==> src/rtl/keypad_scanner.sv <==
// keypad_scanner: 4x4 active-low matrix keypad scanner with press/release debounce.
// Define KEYPAD_REPEAT_EN to add auto-repeat key_valid pulses while a key is held.
module keypad_scanner #(
    parameter int SCAN_DIV        = 1000,
    parameter int DEBOUNCE_CYCLES = 50000,
    parameter int REPEAT_CYCLES   = 250000
) (
    input  logic       clk,
    input  logic       reset,
    input  logic [3:0] rows,
    output logic [3:0] cols,
    output logic [3:0] key_code,
    output logic       key_valid,
    output logic       key_held
);

    localparam int MAX_SD = (SCAN_DIV > DEBOUNCE_CYCLES) ? SCAN_DIV : DEBOUNCE_CYCLES;
    localparam int MAX_P  = (MAX_SD > REPEAT_CYCLES) ? MAX_SD : REPEAT_CYCLES;
    localparam int CNT_W  = $clog2(MAX_P + 1);

    localparam logic [CNT_W-1:0] DWELL_LAST = CNT_W'(SCAN_DIV - 1);
    localparam logic [CNT_W-1:0] DEB_LAST   = CNT_W'(DEBOUNCE_CYCLES - 1);
`ifdef KEYPAD_REPEAT_EN
    localparam logic [CNT_W-1:0] REP_LAST   = CNT_W'(REPEAT_CYCLES - 1);
`endif

    typedef enum logic [1:0] {
        SCAN     = 2'd0,
        DEBOUNCE = 2'd1,
        HOLD     = 2'd2
    } state_t;

    state_t           state_q;
    logic [3:0]       rows_meta_q;
    logic [3:0]       rows_s_q;
    logic [CNT_W-1:0] dwell_q;
    logic [CNT_W-1:0] deb_q;
    logic [1:0]       col_q;
    logic [1:0]       cand_row_q;
    logic [3:0]       cols_q;
    logic [3:0]       key_code_q;
    logic             key_valid_q;
    logic             key_held_q;
`ifdef KEYPAD_REPEAT_EN
    logic [CNT_W-1:0] rep_q;
`endif

    logic [1:0] col_d;
    logic [3:0] cols_d;
    logic       press_d;
    logic [1:0] low_row_d;
    logic       cand_ok_d;
    logic       cand_high_d;
    logic       release_done_d;

    function automatic logic [CNT_W-1:0] sat_inc(input logic [CNT_W-1:0] c);
        return (c == {CNT_W{1'b1}}) ? c : c + 1'b1;
    endfunction

    // Lowest-index low row wins when several rows are pulled low together.
    function automatic logic [1:0] lowest_low(input logic [3:0] r);
        if (!r[0])      return 2'd0;
        else if (!r[1]) return 2'd1;
        else if (!r[2]) return 2'd2;
        else            return 2'd3;
    endfunction

    function automatic logic [3:0] key_map(input logic [1:0] r, input logic [1:0] c);
        case ({r, c})
            4'b00_00: return 4'h1;
            4'b00_01: return 4'h2;
            4'b00_10: return 4'h3;
            4'b00_11: return 4'hA;
            4'b01_00: return 4'h4;
            4'b01_01: return 4'h5;
            4'b01_10: return 4'h6;
            4'b01_11: return 4'hB;
            4'b10_00: return 4'h7;
            4'b10_01: return 4'h8;
            4'b10_10: return 4'h9;
            4'b10_11: return 4'hC;
            4'b11_00: return 4'hE;
            4'b11_01: return 4'h0;
            4'b11_10: return 4'hF;
            default:  return 4'hD;
        endcase
    endfunction

    always_comb begin
        col_d          = col_q + 2'd1;
        cols_d         = ~(4'b0001 << col_d);
        press_d        = ~&rows_s_q;
        low_row_d      = lowest_low(rows_s_q);
        cand_ok_d      = press_d && (low_row_d == cand_row_q);
        cand_high_d    = rows_s_q[cand_row_q];
        release_done_d = cand_high_d && (deb_q == DEB_LAST);
    end

    always_ff @(posedge clk or negedge reset) begin
        if (!reset) begin
            rows_meta_q <= 4'hF;
            rows_s_q    <= 4'hF;
            state_q     <= SCAN;
            dwell_q     <= '0;
            deb_q       <= '0;
            col_q       <= 2'd0;
            cand_row_q  <= 2'd0;
            cols_q      <= 4'b1110;
            key_code_q  <= 4'h0;
            key_valid_q <= 1'b0;
            key_held_q  <= 1'b0;
`ifdef KEYPAD_REPEAT_EN
            rep_q       <= '0;
`endif
        end else begin
            rows_meta_q <= rows;
            rows_s_q    <= rows_meta_q;
            key_valid_q <= 1'b0;

            case (state_q)
                SCAN: begin
                    if (dwell_q == DWELL_LAST) begin
                        dwell_q <= '0;
                        if (press_d) begin
                            cand_row_q <= low_row_d;
                            deb_q      <= '0;
                            state_q    <= DEBOUNCE;
                        end else begin
                            col_q  <= col_d;
                            cols_q <= cols_d;
                        end
                    end else begin
                        dwell_q <= sat_inc(dwell_q);
                    end
                end

                DEBOUNCE: begin
                    if (!cand_ok_d) begin
                        deb_q   <= '0;
                        dwell_q <= '0;
                        col_q   <= col_d;
                        cols_q  <= cols_d;
                        state_q <= SCAN;
                    end else if (deb_q == DEB_LAST) begin
                        key_code_q  <= key_map(cand_row_q, col_q);
                        key_valid_q <= 1'b1;
                        key_held_q  <= 1'b1;
                        deb_q       <= '0;
                        state_q     <= HOLD;
`ifdef KEYPAD_REPEAT_EN
                        rep_q       <= '0;
`endif
                    end else begin
                        deb_q <= sat_inc(deb_q);
                    end
                end

                HOLD: begin
                    // deb_q counts consecutive release samples of the candidate row.
                    if (release_done_d) begin
                        key_held_q <= 1'b0;
                        deb_q      <= '0;
                        dwell_q    <= '0;
                        col_q      <= col_d;
                        cols_q     <= cols_d;
                        state_q    <= SCAN;
                    end else if (cand_high_d) begin
                        deb_q <= sat_inc(deb_q);
                    end else begin
                        deb_q <= '0;
                    end
`ifdef KEYPAD_REPEAT_EN
                    if (release_done_d) begin
                        rep_q <= '0;
                    end else if (rep_q == REP_LAST) begin
                        rep_q       <= '0;
                        key_valid_q <= 1'b1;
                    end else begin
                        rep_q <= sat_inc(rep_q);
                    end
`endif
                end

                default: begin
                    state_q <= SCAN;
                end
            endcase
        end
    end

    assign cols      = cols_q;
    assign key_code  = key_code_q;
    assign key_valid = key_valid_q;
    assign key_held  = key_held_q;

endmodule

==> config.mk <==
export PLATFORM = sky130hd
export DESIGN_NAME = keypad_scanner
export DESIGN_NICKNAME = d
export VERILOG_FILES = /design/src/rtl/keypad_scanner.sv
export SDC_FILE = /design/constraint.sdc
export NUM_CORES = 1
export LEC_CHECK = 0
export ABC_AREA = 1
export CORE_UTILIZATION = 60
export DETAILED_ROUTE_END_ITERATION = 12
export DONT_BUFFER_PORTS = 1
export GPL_TIMING_DRIVEN = 0
export HOLD_SLACK_MARGIN = 0.06
export PLACE_DENSITY_LB_ADDON = 0.05
export SLEW_MARGIN = 20
export SYNTH_ARGS = -nofsm -noshare
export SYNTH_HDL_FRONTEND = slang
export SYNTH_SLANG_ARGS = --single-unit
==> constraint.sdc <==
create_clock -name clk -period 2.3 [get_ports clk]
set_input_delay 0.575 -clock clk [delete_from_list [all_inputs] [get_ports clk]]
set_output_delay 0.575 -clock clk [all_outputs]
set_load 0.005 [all_outputs]
==> summary.txt <==
Outcome
  – Status: finished clean

Setup path
  – Crit path kind: reg2reg
  – Startpoint Class: register
  – CP Cell Sequence: ha_2 > nand2_2 > nor2_4 > nand2_2 > nor2_2 > nand3_1 > nor2_1 > nor2_1 > nand3_2 > buf_6 > buf_6 > nand2_1 > nand2_1
  – Critical Path RT: 2.59 ns
  – Crit path largest cell delay: 0.45 ns
  – Slowest CP cell: dfrtp_2
  – Flop2flop setup slack: 0.24 ns
  – Crit path arrival time: 2.35 ns
  – Crit end category: register
  – Crit Path Max Fanout: 10

Clocking
  – Root buffer cell: clkbuf_8
  – Htree depth: 3
  – CTS max path bufs: 2
  – CTS sink cnt: 60
  – Clk slew on worst S/H paths: 0.08 ns
  – Clock Latency Late Sink: 0.35 ns
  – CTS tree: done
  – Total CTS buffers: 9

Power and ir drop
  – P_leak: 2.122 nW
  – PD cells: 540.8 nW/um2
  – Logic gate share of total power: 2.2%
  – Clock share of power: 51.7%
  – Sequential share of power: 46.1%
  – NetSw: 0.5161 mW
  – Power Internal: 1.807 mW
  – Peak supply drop: 0.5343 mV
  – Sw Share: 22.22%

Job
  – Number of max-cap violations: 0

Global routing
  – Initial antenna violation count: 0
  – GR Overflow Total: 0
  – All-layer global routing usage: 29.61%
  – Number of global-route vias before repair: 3280
  – Maximum number of pins on one net before global-route repair: 53
  – First-pass GRT wire length: 14970 um

Synth
  – Register area share after synthesis: 38.95%
  – Synthesized cell area: 3890 um2
  – Top-count cell post-synth: nand2_1
  – Ys Warns: 0
  – Dominant synthesized flop cell: dfrtp_1
  – Net Count, Synth: 577
  – Synth cell count leaders: 167 x nand2_1, 72 x nor2_1, 58 x nand3_1, 56 x inv_1, 49 x dfrtp_1
  – Avg Inst Size Synth: 6.959 um2
  – Post-synthesis cell count: 559
  – Ys async rst share: 100.0%
  – Dominant cell type by area after synthesis: dfrtp_1
  – Post-synthesis sequential element count: 60
  – Dominant cells by area after synthesis: dfrtp_1 32%, nand2_1 16%, nand3_1 7.5%
  – Post-synth top area share: 31.52%
  – Synth unique cells: 32
  – EDFF count, synth: 0

Floorplanning
  – Rows: 28
  – Die Footprint: 6810 um2
  – Die Y: 82.52 um
  – Initial core utilization: 63.81%
  – Core area: 6096 um2
  – I/O pins: 16
  – Horiz. Die Dim: 82.52 um

Timing
  – Final period util: 89.68%
  – Fin worst setup slack: 0.2373 ns
  – Max Slew Vio Count: 0
  – Final Skew: 0.01168 ns
  – Sum of negative setup slack: 0 ns
  – Setup violators final: 0
  – Max Freq: 484.8 MHz
  – Min Tclk post-route: 2.063 ns
  – RSZ-0062 raised after global routing: no
  – Final Hold Fails: 0
  – Worst-margin pin slew: 0.4836 ns
  – Slew headroom: 67.76%

Layout
  – Area of the multi-input gates: 2078 um2
  – Synth-to-layout area growth: 10.42%
  – Layout cells sized above 1: 11.23%
  – Ant. Diodes: 0
  – Non-Filler Instances: 654
  – Fill cell total of the finished layout: 498
  – Layout Nets: 592
  – Post-Route Utilization: 70.46%
  – Reg area: 1516 um2

Drt
  – DRT Pass-1 Iters: 5
  – Vias per cell: 5.593
  – Post-route ant nets: 0
  – Final WL: 9268 um
  – Residual DRC: 0
  – DR vias: 3658
  – WL/cell: 14.17 um
  – DR iter-0 viols: 241

Placement
  – Worst slack at placement: 0.1245 ns
  – Placed cell count: 634
  – Port bufs: 0
  – DP HPWL: 6437 um
  – GP Congestion: 0.9176

Min path
  – Worst hold path class: in2async
-- cells in the final DEF (no fill, tap or decap), types with 4 or more instances in the layout --
cell type / n
a21oi_1: 16
buf_2: 6
clkbuf_8: 9
dfrtp_1: 48
dfstp_2: 11
ha_1: 11
inv_1: 56
inv_2: 4
nand2_1: 167
nand2_2: 6
nand3_1: 58
nand4_1: 19
nor2_1: 70
nor2_2: 7
nor3_1: 14
o21ai_0: 25
xor2_1: 13
-- timing repair --
item	in CTS	in global routing
endpoints found under the hold margin	52	0
gates resized for setup	0	4
hold buffers	3	0
buffers inserted	0	1
setup endpoints to repair	0	39
-- worst max-delay path: cells and delay by family, from the launching register on --
| kind | cells | cell delay, ns |
|---|---|---|
| adders and majority gates | 1 | 0.29 |
| and+or+nand+nor | 10 | 0.96 |
| DFF | 1 | 0.45 |
| buffers and inverters | 2 | 0.30 |
-- routing by layer --
layer  vias up  share of wire (%)  wire length (um)  track usage (%)
met5         -                  0                 0                0
met1      1703                 45              4180            36.57
met2       114                 49              4503            51.82
met3        18                4.6               428            5.275
met4         0                1.7               156            10.17
li1       1823                  -                 -                -
-- power by group through the flow --
stage	clock [mW]	combinational [mW]	sequential, mW
floorplan	0	0.0173	1.09
global placement	0	0.0215	1.09
detailed placement	0	0.0216	1.09
CTS	1.21	0.0519	1.07
global route	1.25	0.0592	1.07
finish	1.20	0.0513	1.07
-- cell families (layout without fill, tap and decap cells) --
logic type / after synthesis / count (layout) / share of synthesized area, %
flops: 60 / 60 / 38.95
simple gates: 355 / 355 / 40.37
xor+xnor: 14 / 14 / 3.152
buf+inv: 73 / 93 / 7.816
fa+ha+maj: 12 / 12 / 3.860
compound gates: 45 / 45 / 5.854
-- flip-flops by register name, summed over array words and instances, names as in the netlist --
register,count
key_code,4
cols,4
deb_q,18
key_valid,1
state_q,2
dwell_q,18
cand_row_q,2
rows_meta_q,4
key_held,1
col_q,2
rows_s_q,4
-- worst paths after layout --
| kind | startpoint | endpoint | cells after the start |
|---|---|---|---|
| max | dwell_q[0] | dwell_q[15] | 13 |
| min | reset | key_code[1] | 1 |
| max reg2reg | dwell_q[0] | dwell_q[15] | 13 |
| min reg2reg | rows_meta_q[3] | rows_s_q[3] | 0 |
| max in group asynchronous | reset | rows_s_q[2] | 1 |
| min in group clk | rows[3] | rows_meta_q[3] | 0 |
-- layout make-up --
cell class	count	area share, %
Clock buffer	9	2.884
Multi-Input combinational cell	426	48.38
Tap cell	75	2.185
Inverter	60	5.243
Clock inverter	7	2.884
Buffer	13	1.835
Timing Repair Buffer	4	1.282
Sequential cell	60	35.30
-- stage by stage --
| stage | area (um2) | hold slack [ns] | total power, mW |
|---|---|---|---|
| after floorplan | 3890 | 0.2794 | 1.107 |
| after global placement | 3984 | 0.2809 | 1.112 |
| after detailed placement | 3984 | 0.2813 | 1.113 |
| after CTS | 4279 | 0.07904 | 2.330 |
| after global routing | 4295 | 0.09253 | 2.382 |
| final | 4295 | 0.07320 | 2.323 |
(Power assumes the default switching activity.)
